===== src/rtl/breath_pkg.sv =====
// Shared types and default constants for the breathing-LED ramp generator.
package breath_pkg;

  typedef enum logic [2:0] {
    IDLE    = 3'd0,
    RISE    = 3'd1,
    HOLD_HI = 3'd2,
    FALL    = 3'd3,
    HOLD_LO = 3'd4
  } state_e;

  localparam int DUTY_W_DEF     = 8;
  localparam int STEP_DIV_DEF   = 46875;
  localparam int HOLD_STEPS_DEF = 64;

endpackage


===== src/rtl/breath_tick.sv =====
// Ramp-step prescaler: counts 0..STEP_DIV-1 while running and parks on the
// last count while the downstream stage has not taken the pending duty.
module breath_tick
  import breath_pkg::*;
#(
  parameter int STEP_DIV = STEP_DIV_DEF
) (
  input  logic clk,
  input  logic rstn,
  input  logic run,
  input  logic freeze,
  output logic tick
);

  localparam int CW = (STEP_DIV > 1) ? $clog2(STEP_DIV) : 1;
  localparam logic [CW-1:0] LAST = CW'(STEP_DIV - 1);
  localparam logic [CW-1:0] ONE  = CW'(1);

  logic [CW-1:0] count_r;

  // Prescaler count, held at LAST while a tick cannot be acted on.
  always_ff @(posedge clk) begin
    if (!rstn) begin
      count_r <= {CW{1'b0}};
    end else if (!run) begin
      count_r <= {CW{1'b0}};
    end else if (count_r == LAST) begin
      if (freeze) begin
        count_r <= count_r;
      end else begin
        count_r <= {CW{1'b0}};
      end
    end else begin
      count_r <= count_r + ONE;
    end
  end

  assign tick = run & (count_r == LAST);

endmodule


===== src/rtl/breath_ramp.sv =====
// Triangle "breathing" duty generator with hold plateaus and a valid/ready
// handoff to a PWM stage. Define BREATH_GAMMA_EN for a squared (gamma) curve.
module breath_ramp
  import breath_pkg::*;
#(
  parameter int DUTY_W     = DUTY_W_DEF,
  parameter int STEP_DIV   = STEP_DIV_DEF,
  parameter int HOLD_STEPS = HOLD_STEPS_DEF
) (
  input  logic              clk,
  input  logic              rstn,
  input  logic              en,
  output logic [DUTY_W-1:0] duty,
  output logic              duty_valid,
  input  logic              duty_ready,
  output logic [2:0]        phase,
  output logic              cycle_done
);

  localparam int HW = (HOLD_STEPS > 1) ? $clog2(HOLD_STEPS) : 1;
  localparam logic [HW-1:0] HOLD_LAST = HW'((HOLD_STEPS > 0) ? HOLD_STEPS - 1 : 0);
  localparam logic [HW-1:0] HOLD_ONE  = HW'(1);
  localparam logic [DUTY_W-1:0] LEVEL_MAX = {DUTY_W{1'b1}};
  localparam logic [DUTY_W-1:0] LEVEL_ONE = DUTY_W'(1);
  localparam bit NO_HOLD = (HOLD_STEPS == 0);

  state_e            state_r;
  logic [DUTY_W-1:0] level_r;
  logic [HW-1:0]     hold_r;
  logic [DUTY_W-1:0] level_inc_s;
  logic [DUTY_W-1:0] level_dec_s;
  logic              run_s;
  logic              freeze_s;
  logic              tick_s;
  logic              act_s;

  // Maps a ramp level to the duty value presented downstream.
  function automatic logic [DUTY_W-1:0] shape(input logic [DUTY_W-1:0] lv);
`ifdef BREATH_GAMMA_EN
    logic [2*DUTY_W-1:0] sq;
    sq = {{DUTY_W{1'b0}}, lv} * {{DUTY_W{1'b0}}, lv};
    return sq[2*DUTY_W-1:DUTY_W];
`else
    return lv;
`endif
  endfunction

  breath_tick #(.STEP_DIV(STEP_DIV)) u_tick (
    .clk   (clk),
    .rstn  (rstn),
    .run   (run_s),
    .freeze(freeze_s),
    .tick  (tick_s)
  );

  // Tick qualification and saturating level arithmetic.
  always_comb begin
    run_s    = en & (state_r != IDLE);
    freeze_s = duty_valid & ~duty_ready;
    act_s    = tick_s & ~freeze_s;
    if (level_r == LEVEL_MAX) begin
      level_inc_s = level_r;
    end else begin
      level_inc_s = level_r + LEVEL_ONE;
    end
    if (level_r == {DUTY_W{1'b0}}) begin
      level_dec_s = level_r;
    end else begin
      level_dec_s = level_r - LEVEL_ONE;
    end
  end

  // Ramp FSM with registered duty handshake and cycle pulse.
  always_ff @(posedge clk) begin
    if (!rstn) begin
      state_r    <= IDLE;
      level_r    <= {DUTY_W{1'b0}};
      hold_r     <= {HW{1'b0}};
      duty       <= {DUTY_W{1'b0}};
      duty_valid <= 1'b0;
      cycle_done <= 1'b0;
    end else if (!en) begin
      state_r    <= IDLE;
      level_r    <= {DUTY_W{1'b0}};
      hold_r     <= {HW{1'b0}};
      duty_valid <= 1'b0;
      cycle_done <= 1'b0;
    end else begin
      cycle_done <= 1'b0;
      // A same-edge load below overrides this transfer-driven clear.
      if (duty_valid && duty_ready) begin
        duty_valid <= 1'b0;
      end
      case (state_r)
        IDLE: begin
          state_r <= RISE;
          level_r <= {DUTY_W{1'b0}};
          hold_r  <= {HW{1'b0}};
        end
        RISE: begin
          if (act_s) begin
            level_r    <= level_inc_s;
            duty       <= shape(level_inc_s);
            duty_valid <= 1'b1;
            if (level_inc_s == LEVEL_MAX) begin
              state_r <= NO_HOLD ? FALL : HOLD_HI;
            end
          end
        end
        HOLD_HI: begin
          if (act_s) begin
            if (hold_r == HOLD_LAST) begin
              hold_r  <= {HW{1'b0}};
              state_r <= FALL;
            end else begin
              hold_r <= hold_r + HOLD_ONE;
            end
          end
        end
        FALL: begin
          if (act_s) begin
            level_r    <= level_dec_s;
            duty       <= shape(level_dec_s);
            duty_valid <= 1'b1;
            if (level_dec_s == {DUTY_W{1'b0}}) begin
              if (NO_HOLD) begin
                state_r    <= RISE;
                cycle_done <= 1'b1;
              end else begin
                state_r <= HOLD_LO;
              end
            end
          end
        end
        HOLD_LO: begin
          if (act_s) begin
            if (hold_r == HOLD_LAST) begin
              hold_r     <= {HW{1'b0}};
              state_r    <= RISE;
              cycle_done <= 1'b1;
            end else begin
              hold_r <= hold_r + HOLD_ONE;
            end
          end
        end
        default: begin
          state_r <= IDLE;
          level_r <= {DUTY_W{1'b0}};
          hold_r  <= {HW{1'b0}};
        end
      endcase
    end
  end

  assign phase = state_r;

endmodule


===== config.mk =====
export PLATFORM = sky130hd
export DESIGN_NAME = breath_ramp
export DESIGN_NICKNAME = d
export VERILOG_FILES = /design/src/rtl/breath_pkg.sv /design/src/rtl/breath_tick.sv /design/src/rtl/breath_ramp.sv
export SDC_FILE = /design/constraint.sdc
export NUM_CORES = 1
export LEC_CHECK = 0
export CORE_MARGIN = 4
export CORE_UTILIZATION = 45
export DETAILED_ROUTE_END_ITERATION = 10
export PLACE_DENSITY = 0.72
export SYNTH_ARGS = -nofsm -noshare
export SYNTH_HDL_FRONTEND = slang
export SYNTH_SLANG_ARGS = --single-unit

===== constraint.sdc =====
create_clock -name clk -period 2.2 [get_ports clk]
set_input_delay 0.44 -clock clk [delete_from_list [all_inputs] [get_ports clk]]
set_output_delay 0.44 -clock clk [all_outputs]
set_load 0.01 [all_outputs]

After elaboration in Yosys (flattened, before gate mapping)

Cells that the tools add are included.

Logic and storage cells: 76
Input bits: 4
Bits in registers: 43
Output and inout port bits: 13

Reduce and logical (&&, ||, !) cells: 15
Bitwise operators: 8
Mux-type cells: 24
$add $sub $neg: 4
Eq/ne operators: 18

Operators by type and width:

| cell                  | count |
|---|---|
| $mux 16               | 2 |
| $mux 8                | 4 |
| $mux 3                | 8 |
| $pmux 8 s3            | 1 |
| $ne 2x2->1 const B    | 9 |
| $add 16x1->16 const B | 1 |
| $eq 16x16->1 const B  | 1 |
| $eq 8x8->1 const B    | 2 |
| $logic_not 8->1       | 2 |
| $pmux 8 s2            | 1 |
| $pmux 3 s5            | 1 |
| $mux 6                | 2 |
| $pmux 6 s2            | 1 |
| $add 8x1->8 const B   | 1 |
| $reduce_and 4->1      | 2 |
| $reduce_and 8->1      | 1 |
| $sub 8x1->8 const B   | 1 |
| $add 6x1->6 const B   | 1 |
| $eq 3x2->1 const B    | 2 |
| $eq 6x6->1 const B    | 1 |
| $reduce_and 2->1      | 3 |
| $and 1x1->1           | 4 |
| $mux 1                | 4 |
| $not 1->1             | 4 |
| other kinds (9)       | 10 |

Depth between registers and ports, before layout

Gate-level depths: netlist of run 1.

Depth in word-level cells: 6
Mapped depth: 9
Gate-level depth less buffers: 8

Modules after synthesis

Synthesis of run 1 repeated with hierarchy kept, for this count alone.

Cells, all modules: 342
Area, all modules: 2682.6 um^2

By module, submodules not included:

| module      | instances | seq. area each (um^2) | area each (um^2) | cells each |
|---|---|---|---|---|
| breath_ramp | 1         | 540.5                 | 1883.1           | 251 |
| breath_tick | 1         | 320.3                 | 799.5            | 91 |

Least setup slack after synthesis of run 1

OpenSTA, ideal clock, no wires.

Path type: reg2reg
Start point: register level_r[0]
End point: register state_r[0], in the netlist phase[0]
Cell stages (with the launch flop): 10
Path slack: -0.119 ns
Data arrival time: 2.248 ns
Buffers on the path: 1
Setup time: 0.072 ns
Data required time: 2.128 ns
Period minus slack after synthesis: 2.319 ns
Cells stage by stage: dfxtp_1 > clkbuf_1 > inv_1 > ha_1 > nand2b_1 > a311oi_1 > a211oi_1 > o41a_1 > nor3_2 > mux2i_1

Longest elaborated chain between the ends: 5
Elaborated cells between the ends (all ways): 11
Those cells by class: 2 x add/sub; 4 x eq/ne; 2 x mux; 3 x reduce/logical

Ends and longest elaborated chain:

| item                                          | RTL line                               | source |
|---|---|---|
| from (decl)                                   | breath_ramp.sv:28                      | `logic [DUTY_W-1:0] level_r;` |
| from (signal assigned)                        | breath_ramp.sv:77                      | `level_r <= {DUTY_W{1'b0}};` |
| from (signal assigned)                        | breath_ramp.sv:84                      | `level_r <= {DUTY_W{1'b0}};` |
| from (signal assigned)                        | breath_ramp.sv:97                      | `level_r <= {DUTY_W{1'b0}};` |
| $add 8x1->8, or another cell as far along     | breath_ramp.sv:64                      | `level_inc_s = level_r + LEVEL_ONE;` |
| $mux 8 (on tied branches)                     | breath_ramp.sv:61, breath_ramp.sv:66   |  |
| $eq 8x8->1 or $logic_not 8->1 (tied branches) | breath_ramp.sv:105, breath_ramp.sv:125 |  |
| $ne 2x2->1 (no line)                          | n/a                                    |  |
| $reduce_and 8->1 (no line) *                  | n/a                                    |  |
| to (signal assigned)                          | breath_ramp.sv:106                     | `state_r <= NO_HOLD ? FALL : HOLD_HI;` |
| to (decl)                                     | breath_ramp.sv:27                      | `state_e state_r;` |

Mark *: on every way between the ends. The rest lies on a longest branch, timed or not.
A chain may end at the register's enable or synchronous reset.

Worst setup path in the final report of run 1

Start point: register u_tick.count_r[2]
End point: register hold_r[3]

Longest elaborated chain between the ends: 5

Ends and longest elaborated chain:

| item                       | RTL line          | source |
|---|---|---|
| from (decl)                | breath_tick.sv:19 | `logic [CW-1:0] count_r;` |
| from (signal assigned)     | breath_tick.sv:24 | `count_r <= {CW{1'b0}};` |
| from (signal assigned)     | breath_tick.sv:26 | `count_r <= {CW{1'b0}};` |
| from (signal assigned)     | breath_tick.sv:29 | `count_r <= count_r;` |
| $eq 16x16->1               | breath_tick.sv:38 | `assign tick = run & (count_r == LAST);` |
| $and 1x1->1                | breath_tick.sv:38 |  |
| $and 1x1->1                | breath_ramp.sv:60 | `act_s = tick_s & ~freeze_s;` |
| $ne 2x1->1 (no line)       | n/a               |  |
| $reduce_and 2->1 (no line) | n/a               |  |
| to (signal assigned)       | breath_ramp.sv:78 | `hold_r <= {HW{1'b0}};` |
| to (signal assigned)       | breath_ramp.sv:85 | `hold_r <= {HW{1'b0}};` |
| to (signal assigned)       | breath_ramp.sv:98 | `hold_r <= {HW{1'b0}};` |
| to (decl)                  | breath_ramp.sv:29 | `logic [HW-1:0] hold_r;` |

Every way passes these cells.

==> impl_metrics.tcl, run 1 <==
set metrics [dict create \
    viasPerCell 5.75 \
    critPathLaunchType "flip-flop" \
    synth_edf_count 0 \
    first_iter_violations 151 \
    finClkSkew_ns 0.00923 \
    hold_depth 2 \
    cts_made_buffers 5 \
    worstMarginPinSlew_ns 0.769 \
    setup_viol 0 \
    holdCritStartpoint "duty[6]" \
    htreeDepth 2 \
    end_kind "flip-flop" \
    synthTopCellsByArea "dfxtp_1, nand2_1, a21oi_1" \
    antenna_found_initial 0 \
    avgSynthCellArea_um2 7.87 \
    finalHoldViolCount 0 \
    grt_pass1_wl_mm 11.8 \
    post_synth_instance_area_um2 2750 \
    use_met2 0.316 \
    grt_overflow 0 \
    hold_path_class "reg2reg" \
    seq_area_um2 867 \
    synth_compound_area_frac 0.224 \
    synthXorXnorAreaFrac 0.0477 \
    multi_input_area_um2 1860 \
    cp_slowest_cell "or4b_4" \
    antenna_left 0 \
    rows 28 \
    use_met1 0.271 \
    synth_cells 350 \
    synth.distinct_cells 65 \
    status "complete, no violations" \
    p_per_area_nw_per_um2 635 \
    dp_cells 469 \
    yosys.area_share.simple 0.321 \
    r2r_slack_ns 0.02 \
    area_growth_pct 26.4 \
    synth-seq-area-share 0.313 \
    syn-num-nets 360 \
    leakage_nw 1.20 \
    grt_pass1_vias 2533 \
    synth-adder-area-share 0.0273 \
    r2r_end "hold_r[3]" \
    r2r_cells 6 \
    dpl_cell_area_um2 3270 \
    synth-async-reset-ratio 0 \
    holdBufCountCts 0 \
    cap_viol_max_count 0 \
    drv_slew 0 \
    routed_wirelength_mm 7.14 \
    ys_warn_count 0 \
    grt_usage 0.195 \
    cts_root_buffer "clkbuf_8" \
    max-slew-margin-rel 0.483 \
    grtUsageMet3 0.0314 \
    fin_crit_sh 0.989 \
    die_h_um 86.2 \
    antenna_cells 0 \
    clock.fmax_mhz 459 \
    cp_data_required_time_ns 2.43 \
    ir_drop_mv 0.428 \
    drive_gt1_frac 0.228 \
    die_w_um 86.2 \
    die_area_um2 7440 \
    gp_congestion 0.967 \
    rsz0062_at_grt "true" \
    cp.arrival_ns 2.40 \
    worstSetupPathType "reg2reg" \
    r2r-start "u_tick.count_r[2]" \
    core_area_um2 5920 \
    synth_top_family_by_area "simple AND/OR/NAND/NOR gates" \
    yosysTopAreaCellShare 0.313 \
    cts.sinks 43 \
    wl_per_cell_um 14.9 \
    ys_seq_elements 43 \
    synth.area.mux_share 0.0223 \
    ctsLongestPathBuffers 2 \
    dr.pass1.iters 5 \
    drc 0 \
    grt_max_degree 15 \
    yosys.area.top_type "dfxtp_1" \
    grt_busiest_layer "met2" \
    fin_area_um2 3480 \
    whs_endpoint "duty[6]" \
    io_pins 17 \
    portBuffers 16 \
    clkSlewWorstSetupHoldPaths_ns 0.09 \
    final_cells 479 \
    cp_cell_sequence "or4b_4 -> nor4_4 -> buf_4 -> a41oi_4 -> or4_1 -> a21oi_1" \
    n_fill_cell 520 \
    period_needed_ns 2.18 \
    tritoncts "built" \
    fin_nets 413 \
    dp_hpwl_mm 5.33 \
    cp_max_fo 5 \
    slowest_delay_ns 0.55 \
    vias 2754 \
    clock_latency_ns 0.29 \
    start_util 0.465 \
    synth-main-ff-cell "dfxtp_1" \
]
## critical path, delay by kind of cell (launching register included)
kind | cells | cell delay, ns
AO/OA/AOI/OAI | 2 | 0.27
buffers and inverters | 1 | 0.18
flip-flops | 1 | 0.32
AND/OR/NAND/NOR | 3 | 1.35
## metrics by stage
step	utilization	setup slack [ns]	power, mW	setup TNS, ns	hold WS [ns]
after floorplan	-	-0.00754	1.28	-0.0160	0.461
after global placement	0.552	0.0677	1.51	0	0.447
after detailed placement	0.552	-0.00384	1.52	-0.00384	0.455
after CTS	0.572	0.0122	2.16	0	0.467
after global routing	0.588	-0.0703	2.32	-0.214	0.496
final	0.588	0.0232	2.21	0	0.461
## layout make-up
cell class | instances | area share
Inverter | 10 | 0.0108
Tap cell | 75 | 0.0269
Clock buffer | 6 | 0.0237
Clock inverter | 2 | 0.0101
Timing Repair Buffer | 62 | 0.145
Multi-Input combinational cell | 281 | 0.534
Sequential cell | 43 | 0.249
## synth_stat cells (2+ instances only)
| cell | n |
|---|---|
| a211oi_1 | 4 |
| a21boi_0 | 5 |
| a21oi_1 | 28 |
| a2bb2oi_1 | 2 |
| a31oi_1 | 5 |
| and2_1 | 3 |
| and3_1 | 4 |
| buf_1 | 2 |
| buf_6 | 3 |
| clkbuf_1 | 9 |
| dfxtp_1 | 43 |
| ha_1 | 6 |
| inv_1 | 10 |
| mux2i_1 | 5 |
| nand2_1 | 43 |
| nand2b_1 | 8 |
| nand3_1 | 22 |
| nand3b_1 | 5 |
| nand4_1 | 3 |
| nor2_1 | 36 |
| nor2b_1 | 5 |
| nor3_1 | 15 |
| nor3_2 | 2 |
| nor4_1 | 5 |
| o21a_1 | 2 |
| o21ai_0 | 13 |
| o221a_2 | 2 |
| o221ai_1 | 2 |
| o31ai_1 | 3 |
| or2_2 | 3 |
| or3_1 | 3 |
| or4_1 | 3 |
| xnor2_1 | 9 |
| xor2_1 | 6 |
## cell usage in the layout (no fill, tap or decap), types with 3 or more instances in the layout
master	count
a21boi_0	5
a21oi_1	28
a31oi_1	4
and2_1	3
and3_1	3
buf_4	46
clkbuf_8	6
clkdlybuf4s50_1	16
dfxtp_1	38
dfxtp_2	5
ha_1	5
inv_1	10
mux2i_1	5
nand2_1	43
nand2b_1	8
nand3_1	22
nand3b_1	5
nand4_1	3
nor2_1	35
nor2b_1	5
nor3_1	14
nor4_1	3
o21ai_0	13
o31ai_1	3
or2_2	3
or3_1	3
or4_1	3
xnor2_1	9
xor2_1	6
## worst max-delay path by stage
stage,from,endpoint,slack [ns]
global placement,u_tick.count_r[2],phase[0],0.07
finish,u_tick.count_r[2],hold_r[3],0.02
global route,level_r[4],phase[2],-0.07
detailed placement,u_tick.count_r[15],phase[2],-0.004
CTS,u_tick.count_r[15],hold_r[3],0.01
floorplan,u_tick.count_r[2],phase[1],-0.008
## kinds of logic (layout without fill, tap and decap cells)
group | Yosys count | after routing
simple gates | 167 | 167
xor+xnor | 15 | 15
mux | 6 | 6
fa+ha+maj | 6 | 6
compound gates | 87 | 87
buf+inv | 26 | 80
flops | 43 | 43
## per-layer routing
metal  share of wire  up-vias
li1                -     1368
met1            0.48     1297
met2            0.46       81
met3           0.052        8
met4          0.0066        0
met5               0        -
## power by group
| part | leakage [nW] | internal [mW] | switching, mW | total, mW |
|---|---|---|---|---|
| clock | 0.0612 | 0.368 | 0.275 | 0.643 |
| combinational | 0.794 | 0.334 | 0.391 | 0.725 |
| sequential | 0.349 | 0.798 | 0.0432 | 0.841 |
## sequential cells by signal, summed over array words and instances (netlist names)
name / cells
level_r: 8
u_tick.count_r: 16
cycle_done: 1
duty: 8
duty_valid: 1
hold_r: 6
phase: 3
## timing repair
item,CTS,global route
hold endpoints to repair,0,0
setup buffers,0,2
endpoints found under the setup margin,2,12
pin swaps,0,6
gates resized for setup,1,17
Note: power is estimated with default switching activity, not from simulation.
==> inputs of run 2 (changes only) <==
==> constraint.sdc (replaced) <==
create_clock -name clk -period 2.2 [get_ports clk]
set_input_delay 0.44 -clock clk [delete_from_list [all_inputs] [get_ports clk]]
set_output_delay 0.44 -clock clk [all_outputs]
set_load 0.05 [all_outputs]
==> run 2 against run 1 <==
Against the previous run: the run now ends with setup timing left; critical path depth unchanged; first-iteration DRC count up 34%; sequential share of layout area about the same; combinational power up 11%; critical path type unchanged; final cell count up 0.84%; clock power down 14%; via count up 5.0%; worst setup slack worse by 0.035 ns.
==> impl_metrics.tcl, run 2 (same netlist as run 1, synthesis figures left out) <==
set metrics [dict create \
    cp_slowest_cell "or4b_4" \
    antenna_found_initial 0 \
    fin_area_um2 3510 \
    end_kind "flip-flop" \
    viasPerCell 5.99 \
    cp_data_required_time_ns 2.44 \
    clkSlewWorstSetupHoldPaths_ns 0.10 \
    fin_crit_sh 1.01 \
    cts.sinks 43 \
    area_growth_pct 27.5 \
    drc 0 \
    largestRegisters "u_tick.count_r x16, duty x8, level_r x8" \
    final_core_utilization 0.593 \
    max-slew-margin-rel 0.520 \
    grt_pass1_vias 2782 \
    vias 2893 \
    violations "setup timing" \
    die_h_um 86.2 \
    grt_usage 0.217 \
    cap_viol_max_count 0 \
    r2r-start "u_tick.count_r[5]" \
    cp.depth 6 \
    r2r_cells 6 \
    cts_root_buffer "clkbuf_8" \
    drive_gt1_frac 0.255 \
    slowest_delay_ns 0.55 \
    drv_slew 0 \
    antenna_left 0 \
    period_needed_ns 2.21 \
    crit_end "hold_r[3]" \
    die_w_um 86.2 \
    dp_slack_ns -0.0249 \
    tns_ns -0.0152 \
    critPathLaunchType "flip-flop" \
    rsz0062_at_grt "true" \
    mostFrequentLayoutCell "buf_4" \
    finalHoldViolCount 0 \
    layout_common_cells "buf_4, nand2_1, dfxtp_1, nor2_1, a21oi_1" \
    r2r_end "hold_r[3]" \
    grt_overflow 0 \
    dp_hpwl_mm 5.60 \
    worstSetupPathType "reg2reg" \
    cp.buffers_inverters 1 \
    worstMarginPinSlew_ns 0.714 \
    finClkSkew_ns 0.00942 \
    grt_max_degree 16 \
    clock_latency_ns 0.31 \
    cp.arrival_ns 2.45 \
    rows 28 \
    dp_cells 472 \
    hold_ws_ns 0.467 \
    wl_per_cell_um 16.4 \
    setup_slack_ns -0.0115 \
    clock.fmax_mhz 452 \
    largest_reg_flops 16 \
    startpoint "u_tick.count_r[5]" \
    setup_viol 2 \
    p_per_area_nw_per_um2 623 \
    leakage_nw 1.23 \
    dr.pass1.iters 5 \
    start_util 0.465 \
    cp_max_fo 5 \
    grt_pass1_wl_mm 13.0 \
    routed_wirelength_mm 7.91 \
    fin_nets 417 \
    portBuffers 16 \
    status "finished, violations left" \
    die_area_um2 7440 \
    final_cells 483 \
    ctsLongestPathBuffers 2 \
    p_total_mw 2.19 \
    cp_cell_sequence "or4b_4 -> nor4_4 -> buf_4 -> a41oi_4 -> or4_1 -> a21oi_1" \
    cp_top_family "simple AND/OR/NAND/NOR gates" \
    cts_made_buffers 5 \
    max_flop_register "u_tick.count_r" \
    tritoncts "built" \
    htreeDepth 2 \
    ir_drop_mv 0.461 \
    gp_congestion 0.912 \
    first_iter_violations 202 \
    hold_path_class "reg2reg" \
    io_pins 17 \
    r2r_slack_ns -0.01 \
    dpl_cell_area_um2 3280 \
    n_fill_cell 513 \
    core_area_um2 5920 \
    antenna_cells 0 \
]
==> run 2: cell types whose count changed in the layout (fill, tap and decap cells not counted), moves of 2 or more <==
cell | previous run | this run
buf_4 | 46 | 51
clkdlybuf4s50_1 | 16 | 13
a21oi_1 | 28 | 26
a21oi_2 | 1 | 3
clkinvlp_4 | 0 | 2
dfxtp_4 | 0 | 2
ha_2 | 0 | 2
==> run 2: area by class of cell <==
class / count / area (um^2) / area share
Multi-Input combinational cell: 281 / 1880 / 0.535
Sequential cell: 43 / 873 / 0.249
Timing Repair Buffer: 66 / 537 / 0.153
Tap cell: 75 / 93.8 / 0.0267
Clock buffer: 5 / 68.8 / 0.0196
Inverter: 10 / 37.5 / 0.0107
Clock inverter: 3 / 23.8 / 0.00677
==> run 2: per-layer routing <==
metal / vias to the layer above / part of all wire / GRT usage
li1: 1378 / - / -
met1: 1355 / 0.43 / 0.284
met2: 136 / 0.48 / 0.345
met3: 24 / 0.069 / 0.0409
met4: 0 / 0.023 / 0.0992
met5: - / 0 / 0
==> run 2: where the power goes <==
group	switching [mW]	total, mW	leakage (nW)	internal (mW)
clock network	0.323	0.550	0.0408	0.228
logic	0.460	0.804	0.839	0.344
registers	0.0357	0.833	0.350	0.798
total	0.818	2.19	1.23	1.37
==> run 2: repair_timing <==
item | 4_1_cts | 5_1_grt
setup buffers | 0 | 3
hold buffers | 0 | 0
gates resized for setup | 3 | 26
pin swaps | 0 | 12
endpoints found under the hold margin | 0 | 0
setup endpoints to repair | 4 | 19
==> run 2: worst reg2reg max path, cell delays in order (launching register included) <==
cell and delay, ns:
dfxtp_1 0.33, or4b_4 0.55, nor4_4 0.39, buf_4 0.19, a41oi_4 0.14, or4_1 0.43
a21oi_1 0.13
==> run 2: how the worst min path moves through the flow <==
| stage | from | end | slack [ns] | cells past startpoint |
|---|---|---|---|---|
| after floorplan | u_tick.count_r[10] | u_tick.count_r[10] | 0.46 | 2 |
| after global placement | duty[7] | duty[7] | 0.45 | 2 |
| after detailed placement | duty[0] | duty[0] | 0.46 | 2 |
| after CTS | duty[0] | duty[0] | 0.47 | 2 |
| after global routing | duty[4] | duty[4] | 0.50 | 2 |
| final | duty[6] | duty[6] | 0.47 | 2 |
==> RTL edit: new RTL, config.mk and constraints of run 2 <==
Register the input `duty_ready` before use, with the module's reset. The logic sees it one clock later. The other inputs are not delayed to match.
--- a/src/rtl/breath_ramp.sv
+++ b/src/rtl/breath_ramp.sv
@@ -23,6 +23,16 @@
   localparam logic [DUTY_W-1:0] LEVEL_MAX = {DUTY_W{1'b1}};
   localparam logic [DUTY_W-1:0] LEVEL_ONE = DUTY_W'(1);
   localparam bit NO_HOLD = (HOLD_STEPS == 0);
+
+  logic duty_ready_q;
+
+  always_ff @(posedge clk) begin
+    if (!rstn) begin
+      duty_ready_q <= '0;
+    end else begin
+      duty_ready_q <= duty_ready;
+    end
+  end
 
   state_e            state_r;
   logic [DUTY_W-1:0] level_r;
@@ -56,7 +66,7 @@
   // Tick qualification and saturating level arithmetic.
   always_comb begin
     run_s    = en & (state_r != IDLE);
-    freeze_s = duty_valid & ~duty_ready;
+    freeze_s = duty_valid & ~duty_ready_q;
     act_s    = tick_s & ~freeze_s;
     if (level_r == LEVEL_MAX) begin
       level_inc_s = level_r;
@@ -88,7 +98,7 @@
     end else begin
       cycle_done <= 1'b0;
       // A same-edge load below overrides this transfer-driven clear.
-      if (duty_valid && duty_ready) begin
+      if (duty_valid && duty_ready_q) begin
         duty_valid <= 1'b0;
       end
       case (state_r)
Check against the original RTL: no difference found for any inputs over 10 cycles, from zero or initial values and one cycle with rstn low; that may be too few to reach the edited logic, so the function may still have changed.
==> RTL edit against run 2 <==
  * Sequential cell count rose by 1
  * Count of clock-buffer cells in the layout unchanged
  * Routed wire length shrank 4.2%
  * Synthesized area increased by 0.86%
  * Setup slack improved by 0.060 ns
  * Via count fell by 0.28%
  * Fmax rose by 2.8%
  * Worst hold slack got worse by 0.0013 ns
  * Design area decreased by 2.9%
Power is not compared: it rests on default switching activity, and its combinational part moved more than twofold at a synthesized area within 25%.
==> RTL edit: results (changes against run 2) <==
WORST HOLD PATH
---------------------------------------------------------------------------
Launch point of the worst hold path ..........................    hold_r[5]   was duty[6]
Destination of the worst hold path ...........................    hold_r[5]   was duty[6]

OUTCOME
---------------------------------------------------------------------------
Result of the run ............................................ finished, final reports clean   was finished with violations

STA
---------------------------------------------------------------------------
Transition at the pin with the smallest max-transition slack .     0.853 ns   was 0.714 ns
Clock tree skew after final layout ...........................   0.00527 ns   was 0.00942 ns

FINISH
---------------------------------------------------------------------------
Filler cell count ............................................          576   was 513
Proportion of final cell area spent on non-clock buffers .....        0.141   was 0.153
Clk cell area share ..........................................       0.0239   was 0.0264
Number of combinational gates with multiple inputs ...........          291   was 281
Share of cells above drive strength 1 ........................        0.208   was 0.255
Count of plain and timing-repair buffers .....................           59   was 66
Fraction of standard cell area in multi-input logic ..........        0.540   was 0.535
Number of ordinary inverters in the final layout .............            7   was 10

PLACEMENT
---------------------------------------------------------------------------
Setup slack after placement ..................................    0.0630 ns   was -0.0249 ns
RePlAce Congestion ...........................................        0.915   was 0.912

CTS
---------------------------------------------------------------------------
Post-cts gate resize count ...................................            0   was 3
Clock-pin slew on the worst setup and hold paths .............      0.08 ns   was 0.10 ns

YOSYS
---------------------------------------------------------------------------
Sequential area share after synthesis ........................        0.317   was 0.313
Synthesized net count ........................................          375   was 360
Commonest cells in the netlist ............................... nor2_1 (48), dfxtp_1 (44), nand2_1 (42), a21oi_1 (22)   was dfxtp_1 (43), nand2_1 (43), nor2_1 (36), a21oi_1 (28), nand3_1 (22)

SETUP PATH
---------------------------------------------------------------------------
Worst setup endpoint .........................................    hold_r[4]   was hold_r[3]
Reg2Reg Depth ................................................            7   was 6
Crit-path max FO .............................................            6   was 5

GRT
---------------------------------------------------------------------------
Maximum number of pins on one net before global-route repair .           21   was 16
Global-route wire length before repair .......................      12.4 mm   was 13.0 mm

-- RTL edit: cell count changes after synthesis, sizes merged, moves of 6 or more --
| cell | change |
|---|---|
| nor2 | +12 |
| clkbuf | +12 |
| o21ai | +7 |
| and3 | +6 |
| a21oi | -6 |
| nor3 | -8 |
-- RTL edit: metrics by stage --
stage / total power [mW] / cells / hold slack, ns / instance area (sq um)
2_1_floorplan: 0.875 / 365 / 0.429 / 2780
3_3_place_gp: 0.911 / 475 / 0.449 / 3260
3_5_place_dp: 0.912 / 475 / 0.453 / 3260
4_1_cts: 1.39 / 482 / 0.473 / 3340
5_1_grt: 1.44 / 483 / 0.501 / 3410
6_report: 1.38 / 483 / 0.466 / 3410
-- RTL edit: report_power, final --
| part | switching [mW] | internal [mW] |
|---|---|---|
| clock network | 0.267 | 0.215 |
| logic | 0.0578 | 0.0414 |
| registers | 0.00289 | 0.799 |
-- RTL edit: kinds of logic (layout without fill, tap and decap cells) --
kind of cell             count (synthesis)  count (layout)  share of synthesized area
buffers and inverters                   30              73                     0.0405
multiplexers                             8               8                     0.0302
XOR/XNOR                                14              14                     0.0441
flip-flops                              44              44                      0.317
AO/OA/AOI/OAI                           89              89                      0.212
adder cells (fa/ha/maj)                  6               6                     0.0270
AND/OR/NAND/NOR                        174             174                      0.329
-- RTL edit: worst max-delay path, delay by kind of cell, from the launching register on --
family,cells,cell delay [ns]
AO/OA/AOI/OAI,2,0.44
multiplexers,1,0.12
AND/OR/NAND/NOR,4,1.15
flip-flops,1,0.34
-- RTL edit: per-layer routing --
metal  track usage  part of all wire  vias to the layer above
met3        0.0323             0.046                       21
met5             0                 0                        -
li1              -                 -                     1401
met2         0.319              0.46                       86
met4        0.0822             0.027                        0
met1         0.272              0.46                     1377
